[config.mk]
export PLATFORM = sky130hd
export DESIGN_NAME = servant_uart_rx
export DESIGN_NICKNAME = d
export VERILOG_FILES = /design/src/rtl/servant_uart_rx.sv
export SDC_FILE = /design/constraint.sdc
export NUM_CORES = 1
export LEC_CHECK = 0
export BUFFER_PORTS_ARGS = -buffer_cell sky130_fd_sc_hd__buf_2
export CAP_MARGIN = 40
export CORE_UTILIZATION = 36
export CTS_BUF_LIST = sky130_fd_sc_hd__clkbuf_2 sky130_fd_sc_hd__clkbuf_4 sky130_fd_sc_hd__clkbuf_8
export CTS_CLUSTER_DIAMETER = 200
export DETAILED_ROUTE_END_ITERATION = 7
export SLEW_MARGIN = 20
export SYNTH_ARGS = -nofsm -noshare
export SYNTH_HDL_FRONTEND = slang
export SYNTH_SLANG_ARGS = --single-unit
export TNS_END_PERCENT = 20
[constraint.sdc]
create_clock -name wb_clk -period 3.5 [get_ports wb_clk]
set_clock_uncertainty 0.15 [all_clocks]
set_input_delay 0.875 -clock wb_clk [delete_from_list [all_inputs] [get_ports wb_clk]]
set_output_delay 0.875 -clock wb_clk [all_outputs]
set_load 0.1 [all_outputs]
[src/rtl/servant_uart_rx.sv]
// 8N1 UART receiver for the servant q line, with a small ready/valid byte FIFO.
// The line is synchronised, start bits are qualified at mid-bit, and data and
// stop bits are sampled at bit centres. Complete bytes are pushed into the FIFO.

module servant_uart_rx #(
  parameter int unsigned CLKS_PER_BIT = 32,
  parameter int unsigned FIFO_DEPTH   = 4
) (
  input  logic       wb_clk,
  input  logic       wb_rst_n,
  input  logic       i_rx,
  output logic [7:0] o_data,
  output logic       o_valid,
  input  logic       i_ready,
  output logic       o_frame_err,
  output logic       o_overflow,
  output logic       o_busy
);

  localparam int unsigned PtrW    = $clog2(FIFO_DEPTH);
  localparam logic [15:0] FullCnt = 16'(CLKS_PER_BIT - 1);
  // The half-bit delay rounds down for odd CLKS_PER_BIT.
  localparam logic [15:0] HalfCnt = 16'(CLKS_PER_BIT / 2 - 1);

  typedef enum logic [2:0] {StIdle, StStart, StData, StStop, StBreak} state_e;

  state_e      state_q;
  logic [15:0] clk_cnt_q;
  logic [2:0]  bit_cnt_q;
  logic [7:0]  shift_q;
  logic        frame_err_q;
  logic        rx_meta_q, rx_s;

  logic [7:0]  mem [FIFO_DEPTH];
  logic [PtrW:0] wr_ptr_q, rd_ptr_q;
  logic        overflow_q;
  logic        empty, full, pop, push, push_req;

  // Two-flop synchroniser; resets to the idle (high) line level.
  always_ff @(posedge wb_clk or negedge wb_rst_n) begin
    if (!wb_rst_n) begin
      rx_meta_q <= 1'b1;
      rx_s      <= 1'b1;
    end else begin
      rx_meta_q <= i_rx;
      rx_s      <= rx_meta_q;
    end
  end

  // Receive FSM: start qualification, data shift, stop check and break hold.
  always_ff @(posedge wb_clk or negedge wb_rst_n) begin
    if (!wb_rst_n) begin
      state_q     <= StIdle;
      clk_cnt_q   <= '0;
      bit_cnt_q   <= '0;
      shift_q     <= '0;
      frame_err_q <= 1'b0;
    end else begin
      frame_err_q <= 1'b0;
      unique case (state_q)
        StIdle: begin
          if (!rx_s) begin
            state_q   <= StStart;
            clk_cnt_q <= HalfCnt;
          end
        end
        StStart: begin
          if (clk_cnt_q == 16'd0) begin
            if (!rx_s) begin
              state_q   <= StData;
              clk_cnt_q <= FullCnt;
              bit_cnt_q <= 3'd0;
            end else begin
              // Glitch shorter than half a bit: drop it silently.
              state_q <= StIdle;
            end
          end else begin
            clk_cnt_q <= clk_cnt_q - 16'd1;
          end
        end
        StData: begin
          if (clk_cnt_q == 16'd0) begin
            shift_q[bit_cnt_q] <= rx_s;
            clk_cnt_q          <= FullCnt;
            if (bit_cnt_q == 3'd7) begin
              state_q <= StStop;
            end else begin
              bit_cnt_q <= bit_cnt_q + 3'd1;
            end
          end else begin
            clk_cnt_q <= clk_cnt_q - 16'd1;
          end
        end
        StStop: begin
          if (clk_cnt_q == 16'd0) begin
            if (rx_s) begin
              state_q <= StIdle;
            end else begin
              frame_err_q <= 1'b1;
              state_q     <= StBreak;
            end
          end else begin
            clk_cnt_q <= clk_cnt_q - 16'd1;
          end
        end
        StBreak: begin
          // A held-low line reports one error, then waits for idle.
          if (rx_s) state_q <= StIdle;
        end
        default: state_q <= StIdle;
      endcase
    end
  end

  assign push_req = (state_q == StStop) && (clk_cnt_q == 16'd0) && rx_s;

  assign empty = (wr_ptr_q == rd_ptr_q);
  assign full  = (wr_ptr_q[PtrW] != rd_ptr_q[PtrW]) &&
                 (wr_ptr_q[PtrW-1:0] == rd_ptr_q[PtrW-1:0]);
  assign pop   = !empty && i_ready;
  // A pop in the same cycle frees the slot the push lands in.
  assign push  = push_req && (!full || pop);

  // FIFO storage; the head is read combinationally, so it is stable until popped.
  always_ff @(posedge wb_clk) begin
    if (push) mem[wr_ptr_q[PtrW-1:0]] <= shift_q;
  end

  // FIFO pointers and the sticky overflow flag.
  always_ff @(posedge wb_clk or negedge wb_rst_n) begin
    if (!wb_rst_n) begin
      wr_ptr_q   <= '0;
      rd_ptr_q   <= '0;
      overflow_q <= 1'b0;
    end else begin
      if (push) wr_ptr_q <= wr_ptr_q + 1'b1;
      if (pop)  rd_ptr_q <= rd_ptr_q + 1'b1;
      if (push_req && !push) overflow_q <= 1'b1;
    end
  end

  assign o_valid     = !empty;
  assign o_data      = empty ? 8'h00 : mem[rd_ptr_q[PtrW-1:0]];
  assign o_frame_err = frame_err_q;
  assign o_overflow  = overflow_q;
  assign o_busy      = (state_q != StIdle);

endmodule

==> impl_metrics.yaml <==
sta:
  fin_tns_setup_ns: 0
  slew-limit-headroom_pct: 52.0
  hold_slack_ns: 0.209
  hold_viol_final: 0
  maxSlewViolCount: 0
  timing.final.crit_share_pct: 91.3
  grt_setup_unrepaired: "false"
  setup_ws_ns: 0.303
  fmax_mhz: 313
  setup_viol: 0
  tightest_slew_ns: 0.714
  min_period_ns: 3.20
placement:
  routabilityCongestion: 0.765
  hpwlAfterDp_um: 4330
  pre_cts_ws_ns: 0.529
  io_buffers: 15
  postPlaceCellArea_um2: 3650
clocking:
  clockRootBuffer: "clkbuf_8"
  cts_sinks: 72
  clk_latency_ns: 0.34
  cts_inserted_buffers: 9
  cts_max_level: 3
  post_cts_resized: 0
  clk_path_buf_depth: 2
  clk_pin_slew_worst_paths_ns: 0.08
  cts_setup_buffers: 0
  hold_buffers: 0
  tritoncts: "yes"
power_and_ir_drop:
  intPower_mw: 1.69
  powerDensity_nw_per_um2: 836
  swShare_pct: 47.4
  p_seq_share_pct: 37.2
  p_sw_mw: 1.52
  ir_drop_uv: 435
  power_frac_comb_pct: 43.3
  leakage_nw: 1.52
  p_clk_share_pct: 19.5
final_layout:
  antenna_cells: 0
  n_fill_cell: 885
  syn2layout_area_growth_pct: 11.4
  multi_input_area_um2: 1390
  register_area_um2: 1970
  fin_area_um2: 3830
  drive_gt1_share_pct: 22.0
  final_util_pct: 41.5
  fin_nets: 312
worst_setup_path:
  critPathArrivalTime_ns: 2.17
  critPathCaptureType: "output pin"
  r2r-start: "clk_cnt_q[11]"
  cp-endpoint: "o_data[1]"
  worstPathRequired_ns: 2.47
  r2r_cells: 4
  cp-startpoint: "rd_ptr_q[1]"
  startpoint_type: "register"
  r2r_end: "mem[3][0]"
  critPathMaxFanout: 11
  ff2ff_setup_slack_ns: 0.60
  crit_type: "register to output pin"
drt:
  drt_pass1_iterations: 4
  drt-initial-drc-count: 111
  vias: 2221
  wl_per_cell_um: 14.7
  drt-vias-per-instance: 5.13
  wl_um: 6350
  ant_nets: 0
  drc: 0
logic_synthesis:
  syn_nets: 298
  ys_types: 49
  synth_cells: 285
  ys_warn_count: 0
  synth-edff-count: 32
  async_flop_share_pct: 55.6
  synthesis.area_um2: 3440
  synth_top_area_share_pct: 27.9
  yosysTopAreaCell: "edfxtp_1"
  yosysSeqAreaShare_pct: 57.1
  synth_seq_cells: 72
  synth-main-ff-cell: "dfrtp_1"
  synth.avg_cell_area_um2: 12.1
  ys_top_cells_by_area: "edfxtp_1 (28%), dfrtp_1 (28%), mux4_2 (5.2%)"
  synth_common_cells: "dfrtp_1 (38), edfxtp_1 (32), a21oi_1 (19), nand2_1 (19), nor2_1 (14)"
  synth.most_common_cell: "dfrtp_1"
grt:
  grt_pass1_vias: 2159
  grtUsageTotal_pct: 14.4
  grt_pass1_wl_um: 11000
  antenna_found_initial: 0
  grt-ovfl-total: 0
  grt_start_max_net_pins: 26
die:
  die_area_um2: 9960
  std_cell_rows: 35
  die_y_um: 99.8
  chipWidth_um: 99.8
  core_um2: 9240
  io_pins: 16
  start_util_pct: 37.3
outcome:
  status: "finished clean"
run:
  max-cap-violations: 0
hold_path:
  hp-class: "register to register"
[cell families after synthesis]
logic type	Yosys count	synth area share (%)
AOI/OAI and AO/OA	51	9.45
xor gates and xnor gates	7	1.78
adders and majority gates	9	3.27
buffers and inverters	22	2.65
DFF	72	57.1
muxes	17	8.18
and+or+nand+nor	107	17.6
[stage by stage]
step	total power, mW	std cells
after floorplan	2.36	285
after detailed placement	2.61	417
after global placement	2.57	416
after global routing	3.40	433
after CTS	3.24	433
final	3.20	433
[registers in the layout, summed over array words and instances (netlist names)]
signal and cells:
rd_ptr_q 3, rx_s 1, shift_q 8, clk_cnt_q 16, bit_cnt_q 3, wr_ptr_q 3, mem 32, o_frame_err 1
o_overflow 1, rx_meta_q 1, state_q 3
[cells in the final DEF, fill, tap and decap left out, drive strengths merged, types with 2 or more instances in the layout]
master    Yosys  layout
xnor2         4       4
mux2          9       9
a21oi        19      19
clkbuf       10       9
buf           5      18
o41ai         2       2
inv           7      12
o31ai         3       3
ha            9       9
dfrtp        38      38
or4           6       6
nor3         12      12
o21ai        12      12
mux4          8       8
edfxtp       32      32
or2           3       3
o21a          2       2
nor3b         4       4
clkinvlp      0       2
nor2b         2       2
nand3         8       8
and2         13      13
nand3b        3       3
xor2          3       3
or3           9       9
nor2         14      14
nand2        19      19
o22ai         2       2
dfstp         2       2
a31oi         4       4
nand2b        2       2
nor4          7       7
[power groups by stage]
| stage | Combinational (mW) | Clock, mW | Sequential (mW) |
|---|---|---|---|
| after global placement | 1.37 | 0 | 1.20 |
| after global routing | 1.51 | 0.678 | 1.22 |
| after detailed placement | 1.40 | 0 | 1.21 |
| final | 1.39 | 0.624 | 1.19 |
| after floorplan | 1.26 | 0 | 1.10 |
| after CTS | 1.40 | 0.643 | 1.19 |
[area by class of cell]
class / count / area share [%]
timing repair buffer: 18 / 2.87
clock buffer: 9 / 3.23
sequential: 72 / 51.3
clock inverter: 7 / 1.60
inverter: 7 / 0.685
multi-input combinational: 191 / 36.2
tap: 129 / 4.21
[per-layer routing]
metal / up-vias / global-route usage, % / share of wire, %
li1: 1090 / - / -
met1: 1093 / 19.5 / 50
met3: 10 / 3.97 / 3.0
met4: 0 / 5.32 / 1.5
met2: 28 / 22.1 / 45
met5: - / 0 / 0
[worst min-delay path by stage]
stage	from	end	slack (ns)	cells past startpoint
6_report	rx_meta_q	rx_s	0.21	0
5_1_grt	rx_meta_q	rx_s	0.22	0
4_1_cts	rx_meta_q	rx_s	0.21	0
3_5_place_dp	rx_meta_q	rx_s	0.20	0
3_3_place_gp	rx_meta_q	rx_s	0.20	0
2_1_floorplan	rx_meta_q	rx_s	0.20	0
[critical path, stage by stage (launching register included)]
cell and delay, ns:
dfrtp_2 0.52, xor2_1 0.18, or2_2 0.32, nand2b_1 0.31
and2_1 0.22, buf_2 0.28
Note: power is estimated with default switching activity, not from simulation.
